<file path="config.mk">
export PLATFORM = sky130hd
export DESIGN_NAME = proc_control_flat
export DESIGN_NICKNAME = d
export VERILOG_FILES = /design/src/rtl/proc_control_if.sv /design/src/rtl/proc_control.sv /design/src/flat_wrapper.sv
export SDC_FILE = /design/constraint.sdc
export NUM_CORES = 1
export LEC_CHECK = 0
export ABC_CLOCK_PERIOD_IN_PS = 1600
export CAP_MARGIN = 5
export CORE_MARGIN = 2
export CORE_UTILIZATION = 25
export CTS_CLUSTER_DIAMETER = 150
export DETAILED_ROUTE_END_ITERATION = 12
export PLACE_DENSITY_LB_ADDON = 0.15
export RECOVER_POWER = 100
export SLEW_MARGIN = 20
export SYNTH_ARGS = -nofsm -noshare
export SYNTH_HDL_FRONTEND = slang
export SYNTH_SLANG_ARGS = --single-unit
</file>
<file path="constraint.sdc">
create_clock -name Clock -period 1.6 [get_ports Clock]
set_input_delay 0.32 -clock Clock [delete_from_list [all_inputs] [get_ports Clock]]
set_output_delay 0.32 -clock Clock [all_outputs]
set_load 0.01 [all_outputs]
</file>
<file path="src/rtl/proc_control_if.sv">
// Run/IR handshake and datapath strobe bundle between proc_control and the
// 16-bit bus datapath.
interface proc_control_if;
  logic        Run;
  logic [15:0] IR;
  logic        IRin;
  logic [7:0]  Rin;
  logic [7:0]  Rout;
  logic        Gout;
  logic        DINout;
  logic        Ain;
  logic        Gin;
  logic [2:0]  AluOp;
  logic        Done;
  logic [1:0]  Tstep;

  modport master (
    input  Run, IR,
    output IRin, Rin, Rout, Gout, DINout, Ain, Gin, AluOp, Done, Tstep
  );

  modport slave (
    output Run, IR,
    input  IRin, Rin, Rout, Gout, DINout, Ain, Gin, AluOp, Done, Tstep
  );
endinterface

</file>
<file path="src/rtl/proc_control.sv">
// Control unit for the 16-bit bus processor: time-step FSM plus instruction
// decode that drives every datapath strobe combinationally.
module proc_control (
  input  logic           Clock,
  input  logic           Resetn,
  proc_control_if.master bus
);
  typedef enum logic [1:0] {
    T0 = 2'b00,
    T1 = 2'b01,
    T2 = 2'b10,
    T3 = 2'b11
  } tstep_e;

  localparam logic [2:0] OP_MV  = 3'b000;
  localparam logic [2:0] OP_MVI = 3'b001;

  tstep_e     r_state;
  tstep_e     w_next;
  logic [2:0] w_op;
  logic [2:0] w_x;
  logic [2:0] w_y;
  logic [7:0] w_x_dec;
  logic [7:0] w_y_dec;
  logic       w_irin;
  logic [7:0] w_rin;
  logic [7:0] w_rout;
  logic       w_gout;
  logic       w_dinout;
  logic       w_ain;
  logic       w_gin;
  logic [2:0] w_aluop;
  logic       w_done;
  logic       w_unused_ir;

  function automatic logic [7:0] dec3(input logic [2:0] idx);
    dec3 = 8'b0000_0001 << idx;
  endfunction

  assign w_op        = bus.IR[15:13];
  assign w_x         = bus.IR[12:10];
  assign w_y         = bus.IR[9:7];
  assign w_x_dec     = dec3(w_x);
  assign w_y_dec     = dec3(w_y);
  assign w_unused_ir = ^bus.IR[6:0];

  // time-step register
  always_ff @(posedge Clock or negedge Resetn) begin
    if (!Resetn) begin
      r_state <= T0;
    end else begin
      r_state <= w_next;
    end
  end

  // next-step and strobe decode
  always_comb begin
    w_next   = r_state;
    w_irin   = 1'b0;
    w_rin    = 8'h00;
    w_rout   = 8'h00;
    w_gout   = 1'b0;
    w_dinout = 1'b0;
    w_ain    = 1'b0;
    w_gin    = 1'b0;
    w_aluop  = 3'b000;
    w_done   = 1'b0;
    case (r_state)
      T0: begin
        w_irin = bus.Run;
        if (bus.Run) begin
          w_next = T1;
        end else begin
          w_next = T0;
        end
      end
      T1: begin
        if (w_op == OP_MV) begin
          w_rout = w_y_dec;
          w_rin  = w_x_dec;
          w_done = 1'b1;
          w_next = T0;
        end else if (w_op == OP_MVI) begin
          w_dinout = 1'b1;
          w_rin    = w_x_dec;
          w_done   = 1'b1;
          w_next   = T0;
        end else begin
          w_rout = w_x_dec;
          w_ain  = 1'b1;
          w_next = T2;
        end
      end
      T2: begin
        // mv/mvi never reach T2 while IR is stable; fall back to T0 silently
        if ((w_op == OP_MV) || (w_op == OP_MVI)) begin
          w_next = T0;
        end else begin
          w_rout  = w_y_dec;
          w_gin   = 1'b1;
          w_aluop = w_op - 3'd2;
          w_next  = T3;
        end
      end
      T3: begin
        w_gout = 1'b1;
        w_rin  = w_x_dec;
        w_done = 1'b1;
        w_next = T0;
      end
      default: begin
        w_next = T0;
      end
    endcase
  end

  // reset forces every output low regardless of Run
  assign bus.IRin   = Resetn & w_irin;
  assign bus.Rin    = Resetn ? w_rin  : 8'h00;
  assign bus.Rout   = Resetn ? w_rout : 8'h00;
  assign bus.Gout   = Resetn & w_gout;
  assign bus.DINout = Resetn & w_dinout;
  assign bus.Ain    = Resetn & w_ain;
  assign bus.Gin    = Resetn & w_gin;
  assign bus.AluOp  = Resetn ? w_aluop : 3'b000;
  assign bus.Done   = Resetn & w_done;
  assign bus.Tstep  = Resetn ? r_state : 2'b00;
endmodule

</file>
<file path="src/flat_wrapper.sv">
// flat-port wrapper written by rule: the top's interface ports become plain ports
module proc_control_flat 
  (Clock, Resetn, bus_Run, bus_IR, bus_IRin, bus_Rin, bus_Rout, bus_Gout, bus_DINout, bus_Ain, bus_Gin, bus_AluOp, bus_Done, bus_Tstep);
  proc_control_if bus_i ();
  input  logic Clock;
  input  logic Resetn;
  input wire logic [$bits(bus_i.Run)-1:0] bus_Run;
  input wire logic [$bits(bus_i.IR)-1:0] bus_IR;
  output wire logic [$bits(bus_i.IRin)-1:0] bus_IRin;
  output wire logic [$bits(bus_i.Rin)-1:0] bus_Rin;
  output wire logic [$bits(bus_i.Rout)-1:0] bus_Rout;
  output wire logic [$bits(bus_i.Gout)-1:0] bus_Gout;
  output wire logic [$bits(bus_i.DINout)-1:0] bus_DINout;
  output wire logic [$bits(bus_i.Ain)-1:0] bus_Ain;
  output wire logic [$bits(bus_i.Gin)-1:0] bus_Gin;
  output wire logic [$bits(bus_i.AluOp)-1:0] bus_AluOp;
  output wire logic [$bits(bus_i.Done)-1:0] bus_Done;
  output wire logic [$bits(bus_i.Tstep)-1:0] bus_Tstep;
  assign bus_i.Run = bus_Run;
  assign bus_i.IR = bus_IR;
  assign bus_IRin = bus_i.IRin;
  assign bus_Rin = bus_i.Rin;
  assign bus_Rout = bus_i.Rout;
  assign bus_Gout = bus_i.Gout;
  assign bus_DINout = bus_i.DINout;
  assign bus_Ain = bus_i.Ain;
  assign bus_Gin = bus_i.Gin;
  assign bus_AluOp = bus_i.AluOp;
  assign bus_Done = bus_i.Done;
  assign bus_Tstep = bus_i.Tstep;
  proc_control u_core (.Clock(Clock), .Resetn(Resetn), .bus(bus_i));
endmodule
</file>
# Word level (Yosys, flattened, before mapping)
# Index checks and enable logic that the tools add are counted.
[word_totals]
reg_bits = 2
in_bits = 19
output_inout_bits = 27
elab_cells = 47
[op_classes]
n_addsub = 1
eq_ne = 4
shifts = 2
n_mux = 30
n_bitwise = 6
n_reduce_logical = 3
[op_table]
columns = ["operator", "n"]
rows = [
  ["two-way mux 8 bit", 7],
  ["one-hot mux 8 bit (2 select lines)", 2],
  ["left shift 1 x 3 -> 8 bit, first input constant", 2],
  ["two-way mux 1 bit", 12],
  ["two-way mux 3 bit", 3],
  ["two-way mux 2 bit", 4],
  ["one-hot mux 2 bit (4 select lines)", 1],
  ["bitwise AND 1 bit", 6],
  ["equality test 2 bit, second input constant", 2],
  ["equality test 3 x 1 -> 1 bit, second input constant", 1],
  ["zero test 3 bit", 1],
  ["subtractor 3 x 2 -> 3 bit, second input constant", 1],
  ["equality test 2 x 1 -> 1 bit, second input constant", 1],
  ["zero test 2 bit", 1],
  ["one-hot mux 1 bit (2 select lines)", 1],
  ["logical OR 1 bit", 1],
]

# Logic depth before layout (Yosys ltp)
# Gate-level depths: netlist (run 1).
[depth]
word_depth = 5
ltp_mapped = 5
depth_no_buf = 5

# Worst setup path before layout (run 1)
# Ideal clock, no wire load.
[synth_path]
kind = "register to output"
startpoint = "register u_core.r_state[1]"
endpoint = "output bus_Rin[0]"
arrival_ps = 1382
required_time_ps = 1280
path_slack_ps = -102
stages_incl_launch_ff = 6
path_buffers = 0
path_cell_list = "dfrtp_1 inv_1 ha_1 nor3b_1 o21ai_2 nor3_1"
[synth_via]
elab_chain_len = 3
elab_cells_between_ends = 4
classes_between = "2 x eq/ne; 2 x mux"
[synth_rtl]
columns = ["element", "line", "text"]
rows = [
  ["start, declared", "proc_control.sv:18", "tstep_e r_state;"],
  ["start signal, assigned", "proc_control.sv:52", "r_state <= w_next;"],
  ["equality test 2 bit / equality test 2 x 1 -> 1 bit (equally long branches)", "proc_control.sv:68", "case (r_state)"],
  ["one-hot mux 8 bit (2 select lines) *", "proc_control.sv:68", ""],
  ["two-way mux 8 bit *", "proc_control.sv:119", "assign bus.Rin = Resetn ? w_rin : 8'h00;"],
  ["end, declared", "flat_wrapper.sv:10", "output wire logic [$bits(bus_i.Rin)-1:0] bus_Rin;"],
]
# Mark *: on every way between the ends. The rest lies on a longest branch, timed or not.

# Worst setup path after layout (run 1)
[layout_path]
startpoint = "register u_core.r_state[1]"
endpoint = "output bus_Rout[2]"
[layout_via]
elab_chain_len = 3
elab_cells_between_ends = 4
classes_between = "2 x eq/ne; 2 x mux"
[layout_rtl]
columns = ["element", "line", "text"]
rows = [
  ["equality test 2 bit / equality test 2 x 1 -> 1 bit (equally long branches)", "proc_control.sv:68", ""],
  ["one-hot mux 8 bit (2 select lines) *", "proc_control.sv:68", ""],
  ["two-way mux 8 bit *", "proc_control.sv:120", "assign bus.Rout = Resetn ? w_rout : 8'h00;"],
  ["end, declared", "flat_wrapper.sv:11", "output wire logic [$bits(bus_i.Rout)-1:0] bus_Rout;"],
]
# Marked as above.

==> results.tsv, run 1 <==
stage	metric	value	unit
clock_tree	worst skew pair latency	0.22	ns
logic_synthesis	Most used DFF post-synth	dfrtp_1	
logic_synthesis	Yosys warning count	0	
global_route	total grt overflow	0	
final_layout	Layout Cells excl Fill	151	
timing	fin crit share	1.253	
timing	Final setup violation count	24	
global_route	initial antenna violation count	0	
detailed_routing	WL/cell	14.28	um
timing	clk_skew	0.002198	ns
placement	Cells after DPL	130	
run_status	failing checks	setup timing	
logic_synthesis	Seq/Total Area, Yosys	0.1140	
die	Starting Density	0.2600	
worst_setup_path	startpoint class of the critical path	flip-flop	
clock_tree	clock slew seen by the registers of the worst setup and hold paths	0.03	ns
timing	final worst setup slack	-0.4056	ns
logic_synthesis	leading area contributor after synthesis	dfrtp_1	
die	I/O pins	46	
detailed_routing	Routed WL	2157	um
detailed_routing	Via Count	769	
die	FP Rows	15	
die	Die Y	45.91	um
timing	RSZ-0062 raised after global routing	true	
final_layout	Layout Area Growth over Synthesis	178.3	%
detailed_routing	DRC Markers	0	
logic_synthesis	Post-synth EDFFs	0	
power_and_ir_drop	power per cell area	903.9	mW/mm2
clock_tree	post-cts hold buffer count	0	
timing	Slew Limit Headroom	0.7457	
die	Core Area	0.001689	mm2
die	Die Area	0.002108	mm2
logic_synthesis	Seq cells post-synth	2	
worst_setup_path	Setup CP Type	reg -> out	
placement	DP HPWL	1353	um
logic_synthesis	mean post-synth cell area	7.200	um2
final_layout	# diodes	0	
logic_synthesis	Mapped Cells	61	
global_route	global-route wire length before repair	3111	um
timing	fmax	0.4986	GHz
global_route	GRT Total Usage	0.2053	
global_route	vias in the first global route	700	
timing	Least-Margin Pin Slew	0.3799	ns
final_layout	share of layout cells above drive strength 1	0.6940	
logic_synthesis	Synth Cell Area	439.2	um2
worst_setup_path	Worst Path Required	1.28	ns
worst_setup_path	crit path max fanout	4	
logic_synthesis	synth top area cells	dfrtp_1, ha_1, nor2_1, o32ai_1, and2_1	
clock_tree	TritonCTS buffer count	3	
global_route	largest net degree at the start of global routing	7	
flow_run	max-cap violations	0	
logic_synthesis	Async S/R FF share, synth	1.000	
die	DIE WIDTH	45.91	um
clock_tree	CTS tree	built	
final_layout	Final Util	0.7237	
logic_synthesis	Synth top area share	0.1140	
placement	IO Port Bufs	38	
clock_tree	Sink Count	2	
detailed_routing	DR iter-0 viols	11	
logic_synthesis	syn_nets	84	
clock_tree	maximum clock insertion buffer count	2	
final_layout	number of filler cells placed in the layout	126	
detailed_routing	Routed Antenna Nets	0	
logic_synthesis	Synth top cells by count	nor2_1, nor3_1	
clock_tree	Clock Root Buffer	clkbuf_4	
clock_tree	htree depth	1	
timing	final hold violations	0	
placement	GP Congestion	0.7814	
power_and_ir_drop	Leak	0.5754	nW
final_layout	Nets	159	
worst_setup_path	WP data arrival	1.69	ns
logic_synthesis	most numerous cell in the Yosys netlist	nor2_1	
placement	DP Worst Slack	-0.8654	ns
min_path	Hold WC Path Type	in -> async	
final_layout	biggest regs	u_core.r_state: 2 flops	
final_layout	max reg flops	2	
detailed_routing	Detailed Routing Iterations Pass 1	2	
logic_synthesis	synth unique cells	26	
power_and_ir_drop	Worst VDD drop	861.3	uV
final_layout	register bank with the most flops	u_core.r_state	
run_status	status	finished, violations left	
timing	Max Slew Vio Count	0	
detailed_routing	Via-to-Cell Ratio	5.093	
worst_setup_path	cell count of the worst reg-to-reg path	7	
worst_setup_path	endpoint type of the worst setup path	output pin	
timing	Final min period	2.006	ns
[worst paths after layout]
| check | start | endpoint | slack [ns] |
|---|---|---|---|
| max in group asynchronous | Resetn | u_core.r_state[1] | 1.22 |
| hold / removal | Resetn | u_core.r_state[0] | 0.26 |
| setup / recovery | u_core.r_state[1] | bus_Rout[2] | -0.41 |
| setup reg to reg | u_core.r_state[1] | u_core.r_state[0] | 0.04 |
| hold reg to reg | u_core.r_state[0] | u_core.r_state[1] | 0.85 |
| min in group Clock | bus_Run | u_core.r_state[0] | 0.74 |
[placed cells by master (no fill, tap or decap), types with 3 or more instances in the layout]
cell type,instances
and2_1,3
buf_4,24
o22ai_1,3
nor3_2,4
o32ai_2,3
dlygate4sd2_1,3
clkbuf_4,3
buf_2,22
nor2_1,8
buf_6,12
clkdlybuf4s50_1,8
ha_4,4
[layer usage]
metal,part of all wire,vias up,global-route usage
met3,0.045,0,0.02778
li1,-,378,-
met1,0.41,371,0.2282
met4,0,0,0.08571
met5,0,-,0
met2,0.54,20,0.3806
[worst max-delay path: stages (launching register included)]
cell	delay, ns
dfrtp_1	0.38
inv_2	0.09
ha_4	0.17
nor4b_4	0.35
nor2_4	0.08
o32ai_1	0.22
buf_2	0.17
[where the power goes]
part | switching, mW | internal, mW
combinational | 0.385 | 0.510
clock | 0.0271 | 0.0825
sequential | 0.0279 | 0.0726
total | 0.440 | 0.665
[timing repair]
action / CTS / global route
pin swaps: 21 / 9
endpoints found under the hold margin: 0 / 0
gates resized for setup: 132 / 23
setup endpoints to repair: 27 / 25
setup buffers: 13 / 6
[cells by family after synthesis]
kind of cell / synth area share
compound gates: 0.2251
fa+ha+maj: 0.1140
buf+inv: 0.04556
flops: 0.1140
mux: 0.02564
simple gates: 0.4758
[per-stage QoR]
step	hold WS, ns	TNS (ns)	instance area, um2	power (mW)
2_1_floorplan	0.02441	-0.2439	464.2	0.3356
3_3_place_gp	0.7212	-18.36	973.4	0.5926
3_5_place_dp	0.7239	-18.59	973.4	0.5988
4_1_cts	0.2161	-5.958	1080	0.9059
5_1_grt	0.2653	-8.929	1222	1.176
6_report	0.2582	-7.556	1222	1.105
[final cells by class]
class | count | area (um2) | area share
repair buffers | 71 | 553.0 | 0.4524
clock buffers | 3 | 22.52 | 0.01842
multi-input cells | 54 | 556.8 | 0.4555
flip-flops and latches | 2 | 51.30 | 0.04197
inverters | 4 | 17.52 | 0.01433
well taps | 17 | 21.27 | 0.01740
Note: power is estimated with default switching activity, not from simulation.
==> inputs of run 2 (changes only) <==
==> constraint.sdc (replaced) <==
create_clock -name Clock -period 1.6 [get_ports Clock]
set_input_delay 0.16 -clock Clock [delete_from_list [all_inputs] [get_ports Clock]]
set_output_delay 0.16 -clock Clock [all_outputs]
set_load 0.01 [all_outputs]
==> run 2 against run 1 <==
  * The flow still finishes with violations (setup timing)
  * Clock power increased by 6%
  * Clock skew increased by 0.0058 ns
  * Critical path depth increased by 1
  * Total power decreased by 17%
  * Register-to-register slack improved by 0.21 ns
  * Hold slack got worse by 0.21 ns
  * Global-route usage decreased by 2.2 points
  * Routed wire length decreased by 11%
  * Sequential share of layout area increased by 0.39 points
==> results.tsv, run 2 (synthesis results as in run 1) <==
stage	metric	value	unit
run_status	status	finished, violations left	
run_status	failing checks	setup timing	
global_route	vias in the first global route	631	
placement	GP Congestion	0.7379	
placement	Placed Area	963.4	um2
clock_tree	TritonCTS buffer count	3	
die	DIE WIDTH	45.91	um
detailed_routing	Routed WL	1920	um
clock_tree	CTS tree	built	
global_route	met3 GRT Util	0.03968	
die	FP Rows	15	
timing	Final setup violation count	21	
global_route	GR Util met2	0.2889	
clock_tree	Sink Count	2	
power_and_ir_drop	Worst VDD drop	628.6	uV
global_route	GRT busiest layer	met2	
worst_setup_path	max incr delay on CP	0.40	ns
worst_setup_path	endpoint type of the worst setup path	output pin	
worst_setup_path	Setup CP Type	reg -> out	
power_and_ir_drop	total power	920.6	uW
detailed_routing	DRC Markers	0	
clock_tree	worst skew pair latency	0.23	ns
final_layout	biggest regs	u_core.r_state: 2 flops	
placement	DP HPWL	1277	um
timing	Setup TNS	-4.008	ns
worst_setup_path	startpoint class of the critical path	flip-flop	
die	Starting Density	0.2600	
detailed_routing	Routed Antenna Nets	0	
final_layout	number of filler cells placed in the layout	137	
worst_setup_path	critical path, cell by cell	buf_4 > buf_4 > ha_4 > o21a_4 > o21ai_2 > o22ai_2 > buf_2	
timing	Max Slew Vio Count	0	
die	Die Area	0.002108	mm2
final_layout	most frequent cells in the layout	buf_2, buf_4, clkdlybuf4s50_1	
timing	fin crit share	1.162	
worst_setup_path	Worst Path Required	1.44	ns
timing	final worst setup slack	-0.2596	ns
worst_setup_path	RR Startpoint	u_core.r_state[1]	
global_route	largest net degree at the start of global routing	11	
final_layout	design area	0.001092	mm2
clock_tree	maximum clock insertion buffer count	2	
detailed_routing	Detailed Routing Iterations Pass 1	4	
detailed_routing	WL/cell	13.62	um
min_path	Hold WC Path Type	in -> async	
timing	Slew Limit Headroom	0.7251	
timing	Final min period	1.860	ns
placement	IO Port Bufs	38	
worst_setup_path	crit path from	u_core.r_state[1]	
worst_setup_path	WP data arrival	1.70	ns
power_and_ir_drop	power per cell area	842.8	mW/mm2
clock_tree	clock slew seen by the registers of the worst setup and hold paths	0.03	ns
worst_setup_path	CP bufs+invs	3	
die	Die Y	45.91	um
timing	final hold violations	0	
global_route	total grt overflow	0	
global_route	global-route wire length before repair	2780	um
final_layout	Multi-input gate area	518.0	um2
final_layout	Sequential Area	50.05	um2
final_layout	Nets	149	
power_and_ir_drop	Net Sw Power	374.3	uW
timing	fmax	0.5377	GHz
power_and_ir_drop	sw frac	0.4065	
placement	Cells after DPL	132	
worst_setup_path	Most common cell on crit path	buf_4	
final_layout	register bank with the most flops	u_core.r_state	
global_route	GRT met1 Usage	0.2342	
die	Core Area	0.001689	mm2
detailed_routing	Via Count	732	
power_and_ir_drop	Logic pwr share	0.765	
timing	clk_skew	0.007957	ns
final_layout	Layout Area Growth over Synthesis	148.7	%
power_and_ir_drop	Clock power frac	0.128	
power_and_ir_drop	Leak	0.5064	nW
global_route	initial antenna violation count	0	
timing	Least-Margin Pin Slew	0.4123	ns
worst_setup_path	delay-heaviest family, CP	compound AO/OA/AOI/OAI gates	
worst_setup_path	CP max-delay cell	dfrtp_1	
worst_setup_path	crit path max fanout	4	
global_route	GRT Total Usage	0.1833	
flow_run	max-cap violations	0	
final_layout	share of layout cells above drive strength 1	0.6290	
detailed_routing	Via-to-Cell Ratio	5.191	
final_layout	# diodes	0	
detailed_routing	DR iter-0 viols	15	
timing	RSZ-0062 raised after global routing	true	
final_layout	commonest non-fill, non-tap cell in the layout	buf_2	
die	I/O pins	46	
power_and_ir_drop	Flop pwr share	0.107	
power_and_ir_drop	Pint	546.4	uW
clock_tree	htree depth	1	
final_layout	max reg flops	2	
final_layout	Layout Cells excl Fill	141	
clock_tree	Clock Root Buffer	clkbuf_4	
-- run 2: cell types whose count changed in the layout (fill, tap and decap cells not counted), moves of 2 or more --
cell             before  now
buf_4                24   19
buf_6                12    7
inv_2                 1    3
dlygate4sd2_1         3    5
nor2_2                1    4
buf_2                22   20
nor2_4                2    0
clkdlybuf4s50_1       8   10
-- run 2: through the flow --
| step | util | setup WS [ns] | hold WS (ns) |
|---|---|---|---|
| after floorplan | - | 0.05844 | -0.1356 |
| after CTS | 0.6081 | -0.2380 | 0.03388 |
| after global routing | 0.6467 | -0.3284 | 0.07042 |
| after detailed placement | 0.5704 | -0.5722 | 0.5375 |
| final | 0.6467 | -0.2596 | 0.04378 |
| after global placement | 0.5704 | -0.5818 | 0.5490 |
-- run 2: path summary, 6_finish.rpt --
kind,endpoint,slack [ns],cells past startpoint
max,bus_Rout[3],-0.26,7
min,u_core.r_state[1],0.04,2
max reg2reg,u_core.r_state[0],0.25,5
min reg2reg,u_core.r_state[1],0.81,4
max in group asynchronous,u_core.r_state[0],1.43,2
min in group Clock,u_core.r_state[0],0.58,2
-- run 2: power groups by stage --
| stage | clock (mW) | sequential [mW] | combinational, mW |
|---|---|---|---|
| final | 0.117 | 0.0988 | 0.704 |
| after CTS | 0.121 | 0.0964 | 0.637 |
| after floorplan | 0 | 0.0861 | 0.244 |
| after detailed placement | 0 | 0.0912 | 0.503 |
| after global placement | 0 | 0.0891 | 0.499 |
| after global routing | 0.125 | 0.100 | 0.757 |
-- run 2: worst reg2reg max path, delay by kind of cell, from the launching register on --
| family | cells | cell delay [ns] |
|---|---|---|
| compound gates | 1 | 0.13 |
| buf+inv | 2 | 0.28 |
| flops | 1 | 0.40 |
| fa+ha+maj | 1 | 0.16 |
| mux | 1 | 0.26 |
-- run 2: per-layer routing --
metal / up-vias / part of all wire
li1: 360 / -
met1: 335 / 0.42
met5: - / 0
met2: 29 / 0.49
met3: 8 / 0.057
met4: 0 / 0.039
-- run 2: final cells by class --
cell class | instances | share of cell area
Inverter | 4 | 0.01375
Multi-Input combinational cell | 54 | 0.4742
Timing Repair Buffer | 61 | 0.4261
Tap cell | 17 | 0.01947
Clock buffer | 3 | 0.02062
Sequential cell | 2 | 0.04582
-- run 2: repair_timing --
action                                  CTS  global route
setup buffers                             5             2
endpoints found under the setup margin   27            26
hold buffers                              0             0
gates resized for setup                 121            14
pin swaps                                11             3
